**config.mk**
```make
export PLATFORM = sky130hd
export DESIGN_NAME = apb4_regfile_slave
export DESIGN_NICKNAME = d
export VERILOG_FILES = /design/src/rtl/apb4_pkg.sv /design/src/rtl/apb4_wait_ctr.sv /design/src/rtl/apb4_regfile_slave.sv
export SDC_FILE = /design/constraint.sdc
export NUM_CORES = 1
export LEC_CHECK = 0
export BUFFER_PORTS_ARGS = -buffer_cell sky130_fd_sc_hd__buf_2
export CORE_AREA = 2 2 433 435
export CTS_BUF_LIST = sky130_fd_sc_hd__clkbuf_4 sky130_fd_sc_hd__clkbuf_8 sky130_fd_sc_hd__clkbuf_16
export DETAILED_ROUTE_END_ITERATION = 7
export DIE_AREA = 0 0 435 437
export GPL_ROUTABILITY_DRIVEN = 0
export SLEW_MARGIN = 30
export SYNTH_ARGS = -nofsm -noshare
export SYNTH_HDL_FRONTEND = slang
export SYNTH_SLANG_ARGS = --single-unit
```
**constraint.sdc**
```tcl
create_clock -name pclk -period 4.2 [get_ports pclk]
set_input_delay 0.84 -clock pclk [delete_from_list [all_inputs] [get_ports pclk]]
set_output_delay 0.84 -clock pclk [all_outputs]
set_load 0.05 [all_outputs]
```
**src/rtl/apb4_pkg.sv**
```systemverilog
// Shared types and helpers for the APB4 completer family.
// strb_merge and addr_to_idx work on 64-bit words so any legal DATA_W fits.
package apb4_pkg;

  typedef enum logic {
    IDLE   = 1'b0,
    ACCESS = 1'b1
  } state_t;

  localparam int WAIT_CNT_W = 4;

  function automatic logic [63:0] strb_merge(input logic [63:0] old_w,
                                             input logic [63:0] new_w,
                                             input logic [7:0]  strb);
    logic [63:0] res;
    res = old_w;
    for (int b = 0; b < 8; b++) begin
      if (strb[b]) res[b*8 +: 8] = new_w[b*8 +: 8];
    end
    return res;
  endfunction

  function automatic logic [63:0] addr_to_idx(input logic [63:0] addr,
                                              input int unsigned data_w);
    return addr >> $clog2(data_w / 8);
  endfunction

endpackage

```
**src/rtl/apb4_wait_ctr.sv**
```systemverilog
// Loadable down-counter for APB wait-state insertion; saturates at zero.
module apb4_wait_ctr #(
  parameter int W = 4
) (
  input  logic         clk,
  input  logic         rst,
  input  logic         load,
  input  logic         en,
  input  logic [W-1:0] load_val,
  output logic         zero
);

  logic [W-1:0] cnt_q;

  always_ff @(posedge clk) begin
    if (rst)                       cnt_q <= '0;
    else if (load)                 cnt_q <= load_val;
    else if (en && cnt_q != '0)    cnt_q <= cnt_q - W'(1);
  end

  assign zero = (cnt_q == '0);

endmodule

```
**src/rtl/apb4_regfile_slave.sv**
```systemverilog
// Parametrised APB4 completer exposing a flat register file with byte strobes,
// programmable wait states, read-only status registers and PSLVERR.
//   state  | meaning
//   IDLE   | no transfer in progress; waits for a setup phase
//   ACCESS | setup seen; counting wait states, completes when counter is zero
module apb4_regfile_slave
  import apb4_pkg::*;
#(
  parameter int                  ADDR_W      = 10,
  parameter int                  DATA_W      = 32,
  parameter int                  NUM_REGS    = 16,
  parameter int                  WAIT_STATES = 0,
  parameter logic [NUM_REGS-1:0] RO_MASK     = '0,
  parameter logic [DATA_W-1:0]   RESET_VAL   = '0
) (
  input  logic                         pclk,
  input  logic                         preset,
  input  logic                         psel,
  input  logic [ADDR_W-1:0]            paddr,
  input  logic                         penable,
  input  logic                         pwrite,
  input  logic [DATA_W-1:0]            pwdata,
  input  logic [DATA_W/8-1:0]          pstrb,
  output logic [DATA_W-1:0]            prdata,
  output logic                         pready,
  output logic                         pslverr,
  output logic [NUM_REGS*DATA_W-1:0]   reg_q_o,
  output logic [NUM_REGS-1:0]          wr_pulse_o,
  input  logic [NUM_REGS*DATA_W-1:0]   hw_status_i
);

  localparam int IDX_W = (NUM_REGS > 1) ? $clog2(NUM_REGS) : 1;

  state_t              state_q, state_d;
  logic                ctr_load, ctr_en, ctr_zero;
  logic                complete, valid, ro, wr_ok;
  logic [ADDR_W-1:0]   idx;
  logic [IDX_W-1:0]    sel;
  logic [DATA_W-1:0]   merged;
  logic [DATA_W-1:0]   regs_q [NUM_REGS];

  assign idx    = ADDR_W'(addr_to_idx(64'(paddr), DATA_W));
  assign sel    = idx[IDX_W-1:0];
  assign valid  = (32'(idx) < 32'(NUM_REGS));
  assign ro     = valid & RO_MASK[sel];
  assign merged = DATA_W'(strb_merge(64'(regs_q[sel]), 64'(pwdata), 8'(pstrb)));

  apb4_wait_ctr #(.W(WAIT_CNT_W)) u_wait (
    .clk      (pclk),
    .rst      (preset),
    .load     (ctr_load),
    .en       (ctr_en),
    .load_val (WAIT_CNT_W'(WAIT_STATES)),
    .zero     (ctr_zero)
  );

  // A PSEL&PENABLE without a preceding setup is ignored in IDLE.
  always_comb begin
    state_d  = state_q;
    ctr_load = 1'b0;
    ctr_en   = 1'b0;
    case (state_q)
      IDLE: begin
        if (psel && !penable) begin
          state_d  = ACCESS;
          ctr_load = 1'b1;
        end
      end
      ACCESS: begin
        if (!psel)          state_d = IDLE;
        else if (!ctr_zero) ctr_en  = 1'b1;
        else if (penable)   state_d = IDLE;
      end
      default: state_d = IDLE;
    endcase
  end

  assign complete = (state_q == ACCESS) & psel & penable & ctr_zero;
  assign pready   = complete;
  assign pslverr  = complete & (~valid | (pwrite & ro));
  assign wr_ok    = complete & pwrite & valid & ~ro;

  always_comb begin
    prdata = '0;
    if (complete && !pwrite && valid)
      prdata = ro ? hw_status_i[sel*DATA_W +: DATA_W] : regs_q[sel];
  end

  always_ff @(posedge pclk) begin
    if (preset) begin
      state_q    <= IDLE;
      wr_pulse_o <= '0;
      for (int i = 0; i < NUM_REGS; i++) regs_q[i] <= RESET_VAL;
    end else begin
      state_q    <= state_d;
      wr_pulse_o <= '0;
      if (wr_ok) begin
        regs_q[sel]     <= merged;
        wr_pulse_o[sel] <= 1'b1;
      end
    end
  end

  for (genvar i = 0; i < NUM_REGS; i++) begin : g_q
    assign reg_q_o[i*DATA_W +: DATA_W] = regs_q[i];
  end

endmodule
```
Word-level counts from Yosys, hierarchy flattened
Memories as Yosys holds them, arrays and structs flattened.
Index checks and enable logic that the tools add are counted.
Operators by class
  mux-type cells: 26
  bitwise operators: 14
  add/subtract/negate cells: 1
  $lt $le $gt $ge: 3
  shift operators: 1
  reduce and logical (&&, ||, !) cells: 12
Operators with widths (count)
  indexed part select 512 x 10 -> 32 bit: 1
  two-way mux 32 bit: 3
  two-way mux 8 bit: 4
  OR reduction 32 bit: 1
  two-way mux 1 bit: 16
  bitwise AND 1 bit: 9
  < comparator 8 x 5 -> 1 bit (second input constant): 1
  logical AND 1 bit: 5
  < comparator 4 x 5 -> 1 bit (second input constant): 1
  demux 1 bit (select 4 bit): 1
  greater-or-equal comparator 4 x 1 -> 1 bit (second input constant): 1
  zero test 4 bit: 1
  two-way mux 4 bit: 1
  inverter 1 bit: 4
  nonzero test 4 bit: 1
  OR reduction 2 bit: 2
  subtractor 4 x 1 -> 4 bit (second input constant): 1
  zero test 1 bit: 2
  one-hot mux 1 bit (2 select lines): 1
  bitwise OR 1 bit: 1
Storage, ports and cells
  output and inout port bits: 562
  memories: 2
  bits in registers: 21
  bits in read-only memories: 16
  RAM bits: 512
  logic and storage cells: 62
Memory list
  regs_q: words 16, bits a word 32, rd ports 17, clocked after memory_dff 0, wr ports 16, line apb4_regfile_slave.sv:40  | logic [DATA_W-1:0] regs_q [NUM_REGS];
  (no name shown): words 16, bits a word 1, rd ports 1, clocked after memory_dff 0, wr ports 0, line apb4_regfile_slave.sv:45  | assign ro = valid & RO_MASK[sel];

Depth between registers and ports, before layout
  depth after elaboration: 11
  gate-level depth with buffers: 8

By module
From an unflattened synthesis, not the netlist that was laid out.
Unflattened totals
  cells, all modules: 1604
  area total of the unflattened synthesis: 23294.8 um^2
By module, submodules not included
  apb4_regfile_slave: area an instance 23032.1 um^2, cells each 1575, sequential area each 15715.1 um^2, instances 1
  apb4_wait_ctr: area an instance 262.8 um^2, cells each 29, sequential area each 80.1 um^2, instances 1

Least setup slack after synthesis
No wires, ideal clock.
  path type: input port to output port
  start: in paddr[8]
  end: out prdata[10]
  path slack: 0.353 ns
  cell stages on the path: 6
  arrival time: 3.007 ns
  buffers on the path: 3
  data required time: 3.360 ns
  path through: or4_4 buf_6 or4_1 clkbuf_1 clkbuf_1 a21oi_1
Between the ends
  cells in the longest elaborated chain, start to end: 4
Ends and longest elaborated chain
  start, declared: line apb4_regfile_slave.sv:19  | input logic [ADDR_W-1:0] paddr,
  < comparator 8 x 5 -> 1 bit *: line apb4_regfile_slave.sv:44  | assign valid = (32'(idx) < 32'(NUM_REGS));
  bitwise AND 1 bit: line apb4_regfile_slave.sv:45
  two-way mux 32 bit: line apb4_regfile_slave.sv:86  | prdata = ro ? hw_status_i[sel*DATA_W +: DATA_W] : regs_q[sel];
  two-way mux 32 bit *: line apb4_regfile_slave.sv:85  | if (complete && !pwrite && valid)
  end, declared: line apb4_regfile_slave.sv:24  | output logic [DATA_W-1:0] prdata,
Every way passes the cells marked *; elsewhere a longest branch is shown, timed or not.

Worst setup path in the final report
  start: reg u_wait.cnt_q[0]
  end: out prdata[30]
Between the ends
  cells in the longest elaborated chain, start to end: 5
Ends and longest elaborated chain
  start, declared: line apb4_wait_ctr.sv:13  | logic [W-1:0] cnt_q;
  start signal, assigned: line apb4_wait_ctr.sv:17  | else if (load) cnt_q <= load_val;
  start signal, assigned: line apb4_wait_ctr.sv:18  | else if (en && cnt_q != '0) cnt_q <= cnt_q - W'(1);
  zero test 4 bit: line apb4_wait_ctr.sv:21  | assign zero = (cnt_q == '0);
  bitwise AND 1 bit: line apb4_regfile_slave.sv:78  | assign complete = (state_q == ACCESS) & psel & penable & ctr_zero;
  logical AND 1 bit (2 in series): line apb4_regfile_slave.sv:85
  two-way mux 32 bit: line apb4_regfile_slave.sv:85
No other way between the ends.

==> impl_results.md <==
- Setup WS post-layout: approximately 0.08 ns
- Slew Limit Fails: 0
- Fin Setup TNS: 0 ns
- Compound-gate portion of the synthesized area: under 10%
- Clock buffer count from CTS: 61
- Mean Syn Cell Area: between 10 and 15 um^2
- First-pass iteration count of the detailed router: 8
- Wire length of the first global-routing pass: approximately 200 mm
- Syn_nets: about 2500
- Register area share after synthesis: approximately 63%
- Num rows: 158
- Die H: around 440 um
- Post-synthesis mux area share: between 10% and 20%
- CP Launch Type: flop
- Synth area leaders: edfxtp_1 (61%), mux2i_1 (10%), nor4_1 (6.3%)
- XOR/XNOR Fraction of Synth Area: 0.1048%
- DIE AREA: between 150000 and 200000 um^2
- # IOs: around 1100
- 1st-iter DRT viols: ~2900
- Unrepaired setup endpoints after global routing: no
- Fmax: between 200 and 250 MHz
- Hold Path Class: in2reg
- Synth area leader: edfxtp_1
- Final Non-Filler Cells: 5108
- Antenna viol nets, final: 0
- Clk_skew: approximately 0.023 ns
- IO Port Bufs: 610
- WL final: ~150 mm
- Slew @ Worst Pin: around 1.0 ns
- Largest net degree at the start of global routing: 42
- Ys async rst share: 0%
- Top-count cell post-synth: edfxtp_1
- Critical path type: reg2out
- Post-Synth Adder-Cell Area: 0.09977%
- Synth warn: 0
- Synth Area in Simple Gates: ~16%
- EDFF count, synth: between 500 and 600
- Clk slew on worst S/H paths: 0.06 ns
- Post-layout util: between 15 and 20%
- DRC viols: 0
- Finish-stage setup viols: 0
- Rel. slew slack: a little under a third
- DR WL/cell: between 20 and 30 um
- CTS tree: yes
- Hold slack: 0.4677 ns
- Crit path max fanout: 8
- Fin crit period: a little over 4 ns
- Period utilization: between 90% and 100%
- Mapped Cells: approximately 1900
- Clock Latency Late Sink: ~0.7 ns
- Peak supply drop: 339.0 uV
- Hold Fails Final Rpt: 0
- CTS sink count: approximately 530
- Pwr Total: between 10 and 15 mW
- H-Tree Depth: 2
- Synthesis-to-finish area growth: 37.08%
- Core Area: 185000 um^2
- CP endpoint kind: output pin
- Synthesized area: between 20000 and 30000 um^2
- Fillers: roughly 20000
- Max clock buf depth: 3
- Max cap viols: 0
- Post-DP HPWL: between 100 and 150 mm
- Main synth FF type: edfxtp_1
- Share of the synthesized area in the top cell type: between 60% and 70%
- Layout cells sized above 1: between 30 and 40%
- Largest family of logic cells by synthesized area: simple AND/OR/NAND/NOR gates
- Hold buffers post-CTS: 0
- Vias in the first global route: about 21000
- Routed via count: between 20000 and 25000
- Vias/cell: roughly 4.4
- Yosys cell types: between 40 and 50
- Pwr per Cell Area: 399.7 nW/um^2
- Post-layout instance area: between 30000 and 40000 um^2
- Overall routing resource usage: 15.27%
- GR Overflow Total: 0
- Die width: roughly 440 um
- Top cells by count, synth: edfxtp_1 (512), nor3_1 (257), mux2i_1 (256)
- Hold_sp: penable
- Lkg Pwr: between 10 and 15 nW
- Starting density of the core: 13.55%
- Post-place instance area: between 30000 and 40000 um^2
- Initial antenna violation count: 19
- Data required, critical path: around 3.4 ns
- Outcome: finished, final reports clean
- Critical R2R Launch: u_wait.cnt_q[0]
- Nets@finish: about 3100
- Clk root buf: clkbuf_16
- DP Cell Count: 4971
- CP arrival: 3.28 ns
- Synthesis-stage register bit count: 533
- CP Launch Point: u_wait.cnt_q[0]
- Place WS: approximately 0.21 ns
==> sequential cells by signal, summed over array words and instances (netlist names) <==
name / count
regs_q: 512
wr_pulse_o: 16
u_wait.cnt_q: 4
state_q: 1
==> metal layers <==
metal / up-vias / wire length, um / track usage, %
li1: 9011 / - / -
met2: 1897 / 66960 / 23.35
met3: 341 / 19280 / 5.664
met5: - / 46 / 0
met1: 10990 / 58290 / 18.81
met4: 6 / 8185 / 7.493
==> area by class of cell <==
class / count / area [um^2] / area share [%]
clock inverter: 40 / 369.1 / 1.074
clock buffer: 75 / 1663 / 4.836
timing repair buffer: 777 / 4999 / 14.54
inverter: 18 / 67.56 / 0.1965
multi-input combinational: 1167 / 8342 / 24.26
antenna: 18 / 45.04 / 0.1310
sequential: 533 / 15800 / 45.94
tap: 2480 / 3103 / 9.025
==> worst max-delay path, cell delays in order (launching register included) <==
cell and delay [ns]:
dfxtp_1 0.34, inv_1 0.09, ha_1 0.14, or3b_1 0.37, or4_4 0.63, buf_12 0.22
buf_6 0.21, a21oi_1 0.29, buf_4 0.27
==> cells in the final DEF, fill, tap and decap left out, types with 9 or more instances in the layout <==
cell type / n
clkinv_2: 15
nor2b_1: 18
buf_2: 590
nor3_1: 257
clkbuf_4: 9
nand3b_1: 32
buf_4: 135
a21oi_1: 93
mux2i_1: 256
nand3_1: 34
inv_1: 18
edfxtp_1: 512
nand2b_4: 12
a22oi_1: 128
dfxtp_1: 21
nor2b_2: 16
clkbuf_16: 62
nor4_1: 254
buf_12: 49
diode_2: 18
==> what timing repair did <==
item | 4_1_cts | 5_1_grt
cloned | 0 | 1
buffers inserted | 3 | 0
setup endpoints to repair | 9 | 15
resized for setup | 7 | 2
==> cells by family (layout without fill, tap and decap cells) <==
group           count (synthesis)  in the layout
buf+inv                       245            910
flops                         533            533
other cells                     0             18
xor+xnor                        3              3
fa+ha+maj                       2              2
compound gates                227            227
simple gates                  679            679
mux                           256            256
==> worst paths after layout <==
path | to | slack [ns] | depth (start not counted)
worst max register to register | regs_q[3][14] | 0.98 | 8
worst min register to register | u_wait.cnt_q[3] | 0.53 | 2
worst min-delay path | state_q | 0.47 | 3
worst max-delay path | prdata[30] | 0.08 | 8
==> power by group <==
group,internal (mW),switching (mW),total [mW]
clock network,3.13,2.41,5.54
logic,0.462,1.62,2.08
registers,5.98,0.132,6.12
Power figures use the tool's default switching activity.
